[src/rtl/toggle_event_rx.sv]
// -----------------------------------------------------------------------------
// toggle_event_rx
//
// Receiver for a toggle-encoded event line driven by a T flip-flop sender.
// Every level change on tog_in is one event. Each recovered event produces a
// one-cycle strobe on evt_pulse and is queued in a saturating pending counter.
// The pending counter is drained by a valid/ready handshake. A wrapping total
// counter and a sticky overflow flag are also maintained.
//
// Optional build macro:
//   TOGGLE_EVENT_RX_SYNC_EN  defined   -> two-flop synchronizer in front of the
//                                          edge detector (tog_in may be async);
//                                          evt_pulse one cycle later.
//                            undefined -> single sampling flop; tog_in must be
//                                          synchronous to clk.
//
// Parameters:
//   PEND_W  width of the pending-event counter (saturates at 2^PEND_W-1)
//   CNT_W   width of the total-event counter (wraps modulo 2^CNT_W)
//
// Ports:
//   clk        in   rising-edge clock
//   rst_n      in   asynchronous active-low reset
//   tog_in     in   toggle-encoded event line
//   clr        in   synchronous clear of counters and overflow flag
//   evt_ready  in   consumer accepts one pending event
//   evt_valid  out  at least one event pending
//   evt_pulse  out  one-cycle strobe per detected event
//   pend_cnt   out  number of pending events
//   total_cnt  out  events detected since reset/clr (wrapping)
//   overflow   out  sticky: an event was dropped because pend_cnt was full
// -----------------------------------------------------------------------------
module toggle_event_rx #(
  parameter int PEND_W = 4,
  parameter int CNT_W  = 8
) (
  input  logic              clk,
  input  logic              rst_n,
  input  logic              tog_in,
  input  logic              clr,
  input  logic              evt_ready,
  output logic              evt_valid,
  output logic              evt_pulse,
  output logic [PEND_W-1:0] pend_cnt,
  output logic [CNT_W-1:0]  total_cnt,
  output logic              overflow
);

  localparam logic [PEND_W-1:0] PEND_MAX = {PEND_W{1'b1}};

  logic              s2;
  logic              prev;
  logic              pop;
  logic              dropped;
  logic [PEND_W-1:0] pend_nxt;
  logic [CNT_W-1:0]  total_nxt;
  logic              ovf_nxt;

  // Saturating increment: returns {dropped, new_value}. When the counter is
  // already full the value holds and the dropped bit is raised.
  function automatic logic [PEND_W:0] sat_inc(input logic [PEND_W-1:0] cur);
    if (cur == PEND_MAX)
      return {1'b1, cur};
    else
      return {1'b0, cur + PEND_W'(1)};
  endfunction

  // ---- Sampling stage(s): tog_in -> s2 ----
`ifdef TOGGLE_EVENT_RX_SYNC_EN
  logic s1;

  always_ff @(posedge clk or negedge rst_n) begin
    if (!rst_n) begin
      s1 <= 1'b0;
      s2 <= 1'b0;
    end else begin
      s1 <= tog_in;
      s2 <= s1;
    end
  end
`else
  always_ff @(posedge clk or negedge rst_n) begin
    if (!rst_n) begin
      s2 <= 1'b0;
    end else begin
      s2 <= tog_in;
    end
  end
`endif

  // ---- Edge detection: prev tracks s2; clr deliberately leaves it alone so
  // clearing never fabricates an event ----
  always_ff @(posedge clk or negedge rst_n) begin
    if (!rst_n) begin
      prev <= 1'b0;
    end else begin
      prev <= s2;
    end
  end

  // Both operands are flops, so the strobe is glitch-free.
  assign evt_pulse = s2 ^ prev;

  assign evt_valid = (pend_cnt != '0);
  assign pop       = evt_valid & evt_ready;

  always_comb begin
    pend_nxt  = pend_cnt;
    total_nxt = total_cnt;
    ovf_nxt   = overflow;
    dropped   = 1'b0;
    if (clr) begin
      pend_nxt  = '0;
      total_nxt = '0;
      ovf_nxt   = 1'b0;
    end else begin
      if (evt_pulse)
        total_nxt = total_cnt + CNT_W'(1);
      // An event and a pop in the same cycle cancel, even when full.
      case ({evt_pulse, pop})
        2'b10: begin
          {dropped, pend_nxt} = sat_inc(pend_cnt);
          if (dropped)
            ovf_nxt = 1'b1;
        end
        2'b01:   pend_nxt = pend_cnt - PEND_W'(1);
        default: pend_nxt = pend_cnt;
      endcase
    end
  end

  // ---- Counter / flag registers ----
  always_ff @(posedge clk or negedge rst_n) begin
    if (!rst_n) begin
      pend_cnt  <= '0;
      total_cnt <= '0;
      overflow  <= 1'b0;
    end else begin
      pend_cnt  <= pend_nxt;
      total_cnt <= total_nxt;
      overflow  <= ovf_nxt;
    end
  end

endmodule

[config.mk]
export PLATFORM = sky130hd
export DESIGN_NAME = toggle_event_rx
export DESIGN_NICKNAME = d
export VERILOG_FILES = /design/src/rtl/toggle_event_rx.sv
export SDC_FILE = /design/constraint.sdc
export NUM_CORES = 1
export LEC_CHECK = 0
export CORE_UTILIZATION = 51
export DETAILED_ROUTE_END_ITERATION = 16
export PLACE_DENSITY = 0.82
export RECOVER_POWER = 100
export SLEW_MARGIN = 20
export SYNTH_ARGS = -nofsm -noshare
export SYNTH_HDL_FRONTEND = slang
export SYNTH_SLANG_ARGS = --single-unit
[constraint.sdc]
create_clock -name clk -period 5.42 [get_ports clk]
set_input_delay 1.084 -clock clk [delete_from_list [all_inputs] [get_ports clk]]
set_output_delay 1.084 -clock clk [all_outputs]
set_load 0.1 [all_outputs]
==> results.toml, run 1 <==
[worst_setup_path]
crit_fanout = 8
rrSetupSlack_ns = 3.50
arrival_ns = 2.52
crit_path_start = "pend_cnt[0]"
reg2reg_from = "pend_cnt[1]"
crit_type = "reg -> out"
endpoint = "evt_valid"
start_kind = "register"
r2r_end = "pend_cnt[3]"
rr_worst_depth = 6
critPathCaptureType = "primary output"
cp.required_ns = 4.34

[sta]
tightest_slew_ns = 0.998
min_period_ns = 3.60
final.period_utilization = 0.664
rsz0062_at_grt = "false"
setup-tns-final_ns = 0
slew_headroom = 0.333
clock_skew_ns = 0.00191
setup_viol = 0
slew_violations = 0
hold_viol_final = 0
max_freq_mhz = 278

[detailed_routing]
vias = 688
drt-total-wl_um = 1770
drc = 0
vias_per_cell = 5.78
drt_first_pass_iters = 4
routedWlPerCell_um = 14.9
ant_nets = 0
drt_iter0_drc = 7

[clock_network]
clkTransAtPathRegs_ns = 0.09
ctsHtreeMaxLevel = 1
numCtsBuffers = 3
cts.repair.resized = 0
ctsHoldBuffers = 0
cts_tree = "yes"
clock-root-buffer = "clkbuf_4"
post_cts_buffers = 0
worstSkewPairLatency_ns = 0.29
cts_buffer_depth = 2
clock-sinks = 15

[die]
die_area_um2 = 1780
chipWidth_um = 42.2
num_rows = 14
die_h_um = 42.2
ios = 20
core_area_um2 = 1510
start_util = 0.547

[logic_synthesis]
synth_top_family_by_area = "simple AND/OR/NAND/NOR gates"
ys_top_cells_by_area = "dfrtp_1, ha_1, nor2_1, xor2_1, a21oi_1"
synth_mux_area_frac = 0.0122
synth_compound_area_frac = 0.149
synth_cell_type_count = 34
ys_warn_count = 0
synth_commonest_cells = "dfrtp_1, nor2_1, a21oi_1"
synth-edff-count = 0
yosys.area.top_type = "dfrtp_1"
synth_xor_area_frac = 0.0729
synthSimpleGateAreaFrac = 0.211
syn_nets = 91
ys_seq_area_frac = 0.456
async_flop_share = 1.00
yosysMostFrequentCell = "dfrtp_1"
synthesis.instances = 83
syn_area_per_cell_um2 = 9.92
syn_area_um2 = 823
synth-seq-cells = 15
yosysTopAreaCellShare = 0.456
yosys_most_used_dff = "dfrtp_1"
synthAdderAreaFrac = 0.0456

[min_path]
hold_path.class = "reg -> reg"

[grt]
grt_pass1_wl_um = 2860
grt_usage = 0.217
grt_antenna_before_repair = 0
grt_max_degree = 16
busiest_layer = "met2"
met2_usage = 0.342
grt_pass1_vias = 629
gr-total-overflow = 0
met3_usage = 0.0388
grt_util_met1 = 0.299

[power_and_ir_drop]
p_per_area_nw_per_um2 = 387
peakVddDrop_v = 0.000295
leakagePower_nw = 0.487

[placed_design]
numPortBuffers = 19
detailed_place_hpwl_um = 1280
gp_congestion = 0.818

[status]
status = "completed"

[layout]
areaGrowthSynthToFinish_pct = 25.2
nets = 112
antennaDiodeCount = 0
fin_util = 0.684
layout-drive-gt1-share = 0.0680

[run]
drv_cap = 0
==> flip-flops by register name (all words and copies together) (netlist names) <==
name,count
s2,1
prev,1
total_cnt,8
overflow,1
pend_cnt,4
==> metal layers <==
| layer | vias to the layer above | share of wire |
|---|---|---|
| li1 | 336 | - |
| met1 | 336 | 0.47 |
| met2 | 13 | 0.50 |
| met3 | 3 | 0.021 |
| met4 | 0 | 0.014 |
| met5 | - | 0 |
==> final cells by class <==
type                    instances  area, µm²
flip-flops and latches         15        375
inverters                       5       18.8
fillers                       125        475
well taps                      16       20.0
multi-input cells              60        400
repair buffers                 19        190
clock buffers                   4       26.3
==> worst min-delay path by stage <==
stage,startpoint,endpoint,slack [ns],depth (start not counted)
after floorplan,s2,prev,0.40,0
after global placement,s2,prev,0.41,0
after detailed placement,s2,prev,0.42,0
after CTS,s2,prev,0.44,0
after global routing,s2,prev,0.45,0
final,s2,prev,0.43,0
==> worst max-delay path, stage by stage (launching register included) <==
cell	delay, ns
dfrtp_1	0.46
inv_1	0.07
ha_1	0.23
or3b_4	0.26
dlygate4sd3_1	1.20
==> metrics by stage <==
stage	cell area, µm²	worst slack [ns]	hold slack, ns	total power, mW	std cells
after global placement	1010	2.25	0.410	0.337	115
after detailed placement	1010	2.22	0.419	0.341	115
after floorplan	823	2.53	0.404	0.297	83
after CTS	1030	1.89	0.440	0.407	119
after global routing	1030	1.74	0.450	0.414	119
final	1030	1.82	0.434	0.399	119
==> where the power goes <==
| group | internal, mW | leakage [nW] | total (mW) | switching (mW) |
|---|---|---|---|---|
| logic | 0.0509 | 0.271 | 0.197 | 0.146 |
| clock network | 0.0287 | 0.0150 | 0.0666 | 0.0379 |
| registers | 0.121 | 0.202 | 0.136 | 0.0148 |
==> logic make-up (layout without fill, tap and decap cells) <==
kind of cell	after synthesis	in the layout
DFF	15	15
buffers and inverters	8	28
AOI/OAI and AO/OA	18	18
and+or+nand+nor	32	32
muxes	1	1
xor gates and xnor gates	6	6
adders and majority gates	3	3
==> placed cells by master (no fill, tap or decap) <==
cell | synthesis | layout
nor4bb_1 | 1 | 1
mux2i_1 | 1 | 1
xnor2_1 | 2 | 2
nand2_1 | 4 | 4
dlygate4sd3_1 | 0 | 19
dfrtp_1 | 15 | 15
nand3_1 | 4 | 4
nor3_1 | 3 | 3
xor2_1 | 3 | 3
clkbuf_4 | 0 | 3
clkbuf_1 | 0 | 1
ha_1 | 3 | 3
nand4_1 | 4 | 4
o21ai_1 | 3 | 3
inv_2 | 1 | 1
a311o_1 | 1 | 1
xnor2_2 | 1 | 1
and3_2 | 1 | 1
a41o_1 | 1 | 1
nor2_1 | 8 | 8
a22oi_1 | 1 | 1
a2111o_1 | 1 | 1
a31oi_1 | 1 | 1
a21o_1 | 2 | 2
and2_1 | 1 | 1
or3_1 | 1 | 1
o21ai_0 | 1 | 1
a211o_1 | 1 | 1
and3_1 | 2 | 2
a21oi_1 | 5 | 6
inv_1 | 4 | 4
or3b_4 | 1 | 1
or2b_1 | 2 | 2
No activity file was read; power rests on OpenSTA's default activity.
==> run 2: changes to the inputs <==
--- a/config.mk
+++ b/config.mk
@@ -5,9 +5,9 @@
 export SDC_FILE = /design/constraint.sdc
 export NUM_CORES = 1
 export LEC_CHECK = 0
-export CORE_UTILIZATION = 51
+export CORE_UTILIZATION = 47
 export DETAILED_ROUTE_END_ITERATION = 16
-export PLACE_DENSITY = 0.82
+export PLACE_DENSITY = 0.76
 export RECOVER_POWER = 100
 export SLEW_MARGIN = 20
 export SYNTH_ARGS = -nofsm -noshare
==> constraint.sdc (replaced) <==
create_clock -name clk -period 3.4 [get_ports clk]
set_input_delay 0.68 -clock clk [delete_from_list [all_inputs] [get_ports clk]]
set_output_delay 0.68 -clock clk [all_outputs]
set_load 0.1 [all_outputs]
==> results.toml, run 2 (synthesis results as in run 1) <==
[status]
status = "completed"

[clock_network]
post_cts_buffers = 0
clock-root-buffer = "clkbuf_4"
ctsHoldBuffers = 0
cts.repair.resized = 0
clock-sinks = 15
cts_tree = "yes"
clkTransAtPathRegs_ns = 0.09
worstSkewPairLatency_ns = 0.29
ctsHtreeMaxLevel = 1
numCtsBuffers = 3
cts_buffer_depth = 2

[power_and_ir_drop]
leakagePower_nw = 0.418
p_per_area_nw_per_um2 = 653
finalPower_uw = 617
peakVddDrop_v = 0.000537

[worst_setup_path]
rrSetupSlack_ns = 1.43
arrival_ns = 1.92
critPathCaptureType = "primary output"
crit_fanout = 13
crit_type = "reg -> out"
reg2reg_from = "pend_cnt[0]"
rr_worst_depth = 6
cp.required_ns = 2.72
r2r_end = "pend_cnt[1]"
start_kind = "register"

[detailed_routing]
vias_per_cell = 5.70
drt-total-wl_um = 1640
ant_nets = 0
drc = 0
vias = 678
routedWlPerCell_um = 13.8
drt_first_pass_iters = 6
drt_iter0_drc = 7

[run]
drv_cap = 0

[die]
start_util = 0.522
num_rows = 14
ios = 20
chipWidth_um = 43.9
die_area_um2 = 1920
die_h_um = 43.9
core_area_um2 = 1580

[grt]
grt_usage = 0.205
grt_pass1_wl_um = 2840
grt_max_degree = 16
grt_pass1_vias = 624
grt_antenna_before_repair = 0
gr-total-overflow = 0

[layout]
nets = 112
areaGrowthSynthToFinish_pct = 14.7
largest_reg_flops = 8
layout-drive-gt1-share = 0.0777
final_common_cell = "dfrtp_1"
reg.largest.list = "total_cnt x8, pend_cnt x4"
antennaDiodeCount = 0
regMostFlops = "total_cnt"
final_cell_mix = "dfrtp_1, clkbuf_1, nor2_1"

[sta]
hold_ws_ns = 0.402
clock_skew_ns = 0.00650
min_period_ns = 2.60
tightest_slew_ns = 1.17
setup_viol = 0
slew_violations = 0
slew_headroom = 0.224
final.period_utilization = 0.765
setup-tns-final_ns = 0
rsz0062_at_grt = "false"
max_freq_mhz = 384
hold_viol_final = 0

[min_path]
hold_path.class = "reg -> reg"
hold_start = "s2"
min_path_cells = 0
min_to = "prev"

[placed_design]
detailed_place_hpwl_um = 1170
gp_congestion = 0.791
numPortBuffers = 19
==> run 2: cell count changes in the layout (fill, tap and decap cells not counted), sizes merged <==
cell / before / now
dlygate4sd3: 19 / 4
buf: 0 / 2
clkbuf: 4 / 16
clkdlybuf4s50: 0 / 1
==> run 2: power breakdown <==
group	leakage, nW	switching [mW]	internal (mW)	total [mW]
sequential	0.202	0.0235	0.192	0.216
clock	0.0150	0.0602	0.0457	0.106
combinational	0.201	0.231	0.0636	0.295
total	0.418	0.315	0.302	0.617
==> run 2: critical path, stage by stage, from the launching register on <==
cell     delay (ns)
dfrtp_1        0.39
xnor2_1        0.74
inv_2          0.19
buf_4          0.30
==> run 2: metrics by stage <==
step	area (µm²)	instances	utilization	setup slack (ns)
floorplan	823	83	-	0.916
global placement	973	115	0.617	1.27
detailed placement	973	115	0.617	1.26
CTS	1000	119	0.634	0.914
global route	945	119	0.599	0.568
finish	945	119	0.599	0.799
==> run 2: cell type report <==
| class | instances | area [µm²] |
|---|---|---|
| repair buffers | 19 | 110 |
| inverters | 5 | 18.8 |
| clock buffers | 4 | 26.3 |
| fillers | 154 | 632 |
| well taps | 16 | 20.0 |
| multi-input cells | 60 | 394 |
| flip-flops and latches | 15 | 375 |
==> run 2: worst max path at each step <==
stage,slack (ns),endpoint,startpoint
2_1_floorplan,0.92,evt_valid,pend_cnt[0]
6_report,0.80,evt_pulse,s2
3_5_place_dp,1.26,overflow,overflow
5_1_grt,0.57,evt_pulse,s2
3_3_place_gp,1.27,overflow,overflow
4_1_cts,0.91,overflow,overflow
==> run 2: per-layer routing <==
metal  up-vias  share of wire  track usage
li1        333              -            -
met1       320           0.49        0.288
met2        20           0.44        0.281
met3         5          0.049       0.0625
met4         0          0.023        0.115
met5         -              0            0
==> run 3: changes to the inputs <==
==> constraint.sdc (replaced) <==
create_clock -name clk -period 2.5 [get_ports clk]
set_input_delay 0.5 -clock clk [delete_from_list [all_inputs] [get_ports clk]]
set_output_delay 0.5 -clock clk [all_outputs]
set_load 0.1 [all_outputs]
==> results.toml, run 3 (synthesis results as in run 1) <==
[clock_network]
cts_tree = "yes"
clock-sinks = 15
cts.repair.resized = 0
clock-root-buffer = "clkbuf_4"
numCtsBuffers = 3
ctsHoldBuffers = 0
post_cts_buffers = 0
worstSkewPairLatency_ns = 0.28
clkTransAtPathRegs_ns = 0.09
cts_buffer_depth = 2
ctsHtreeMaxLevel = 1

[layout]
final_common_cell = "dfrtp_1"
layout-drive-gt1-share = 0.0874
finish.instance_area_um2 = 947
areaGrowthSynthToFinish_pct = 15.0
reg.largest.list = "total_cnt x8, pend_cnt x4"
regMostFlops = "total_cnt"
largest_reg_flops = 8
final_cell_mix = "dfrtp_1, clkbuf_1, nor2_1"
fillCellCount = 144
antennaDiodeCount = 0
seq_area_um2 = 375
nets = 112
multi_input_area_um2 = 402

[detailed_routing]
vias = 671
drt_first_pass_iters = 6
drt_iter0_drc = 8
routedWlPerCell_um = 13.5
vias_per_cell = 5.64
ant_nets = 0
drc = 0
drt-total-wl_um = 1600

[sta]
hold_viol_final = 0
rsz0062_at_grt = "false"
hold_ws_ns = 0.444
slew_violations = 0
final.period_utilization = 0.900
min_period_ns = 2.25
slew_headroom = 0.227
setup_viol = 0
tightest_slew_ns = 1.17
max_freq_mhz = 444
setup_slack_ns = 0.249
setup-tns-final_ns = 0
clock_skew_ns = 0.00475

[grt]
grt_antenna_before_repair = 0
grt_max_degree = 16
grt_usage = 0.188
gr-total-overflow = 0
grt_pass1_wl_um = 2680
grt_pass1_vias = 597

[worst_setup_path]
start_kind = "register"
rrSetupSlack_ns = 0.57
crit_fanout = 8
rr_worst_depth = 6
crit_type = "reg -> out"
critPathCaptureType = "primary output"
arrival_ns = 1.75
cp.required_ns = 2.00

[die]
ios = 20
die_h_um = 43.9
num_rows = 14
start_util = 0.522
core_area_um2 = 1580
die_area_um2 = 1920
chipWidth_um = 43.9

[placed_design]
numPortBuffers = 19
gp_congestion = 0.781
dp_slack_ns = 0.597
detailed_place_hpwl_um = 1100
dpl_cell_area_um2 = 983

[power_and_ir_drop]
leakagePower_nw = 0.422
p_per_area_nw_per_um2 = 885
peakVddDrop_v = 0.000544

[status]
status = "completed"

[run]
drv_cap = 0

[min_path]
hold_path.class = "reg -> reg"
min_path_cells = 0
-- run 3: cell count changes in the layout (fill, tap and decap cells not counted) --
cell | previous run | this run
buf_4 | 2 | 1
dlygate4sd3_1 | 4 | 2
clkbuf_2 | 0 | 1
xnor2_2 | 0 | 1
clkbuf_1 | 13 | 12
inv_2 | 1 | 0
clkbuf_4 | 3 | 4
xnor2_1 | 3 | 2
inv_1 | 4 | 5
clkdlybuf4s50_1 | 1 | 2
buf_1 | 0 | 1
-- run 3: cell type report --
type | instances | area share
sequential | 15 | 0.396
multi-input combinational | 60 | 0.424
tap | 16 | 0.0211
clock buffer | 4 | 0.0277
timing repair buffer | 19 | 0.111
inverter | 5 | 0.0198
-- run 3: final timing paths --
path / startpoint / to
max in group asynchronous: rst_n / total_cnt[4]
min in group asynchronous: rst_n / total_cnt[1]
worst min-delay path: s2 / prev
worst min register to register: s2 / prev
worst max-delay path: pend_cnt[0] / evt_valid
worst max register to register: pend_cnt[0] / pend_cnt[3]
-- run 3: stage by stage --
| stage | total power, mW | utilization | instances |
|---|---|---|---|
| floorplan | 0.644 | - | 83 |
| global placement | 0.755 | 0.624 | 115 |
| detailed placement | 0.757 | 0.624 | 115 |
| CTS | 0.898 | 0.640 | 119 |
| global route | 0.876 | 0.601 | 119 |
| finish | 0.838 | 0.601 | 119 |
-- run 3: metal layers --
| layer | vias to the layer above | track usage | share of wire |
|---|---|---|---|
| met1 | 320 | 0.279 | 0.53 |
| met4 | 0 | 0.0727 | 0.011 |
| li1 | 335 | - | - |
| met3 | 2 | 0.0375 | 0.037 |
| met2 | 14 | 0.269 | 0.42 |
| met5 | - | 0 | 0 |
-- run 3: critical path, stage by stage, from the launching register on --
cell and delay [ns]:
dfrtp_1 0.47, inv_1 0.09, ha_1 0.19, or3b_1 0.42, clkbuf_4 0.31
-- run 3: power by group --
part | internal [mW] | switching, mW
combinational | 0.0880 | 0.315
sequential | 0.262 | 0.0329
clock | 0.0619 | 0.0782
total | 0.411 | 0.426
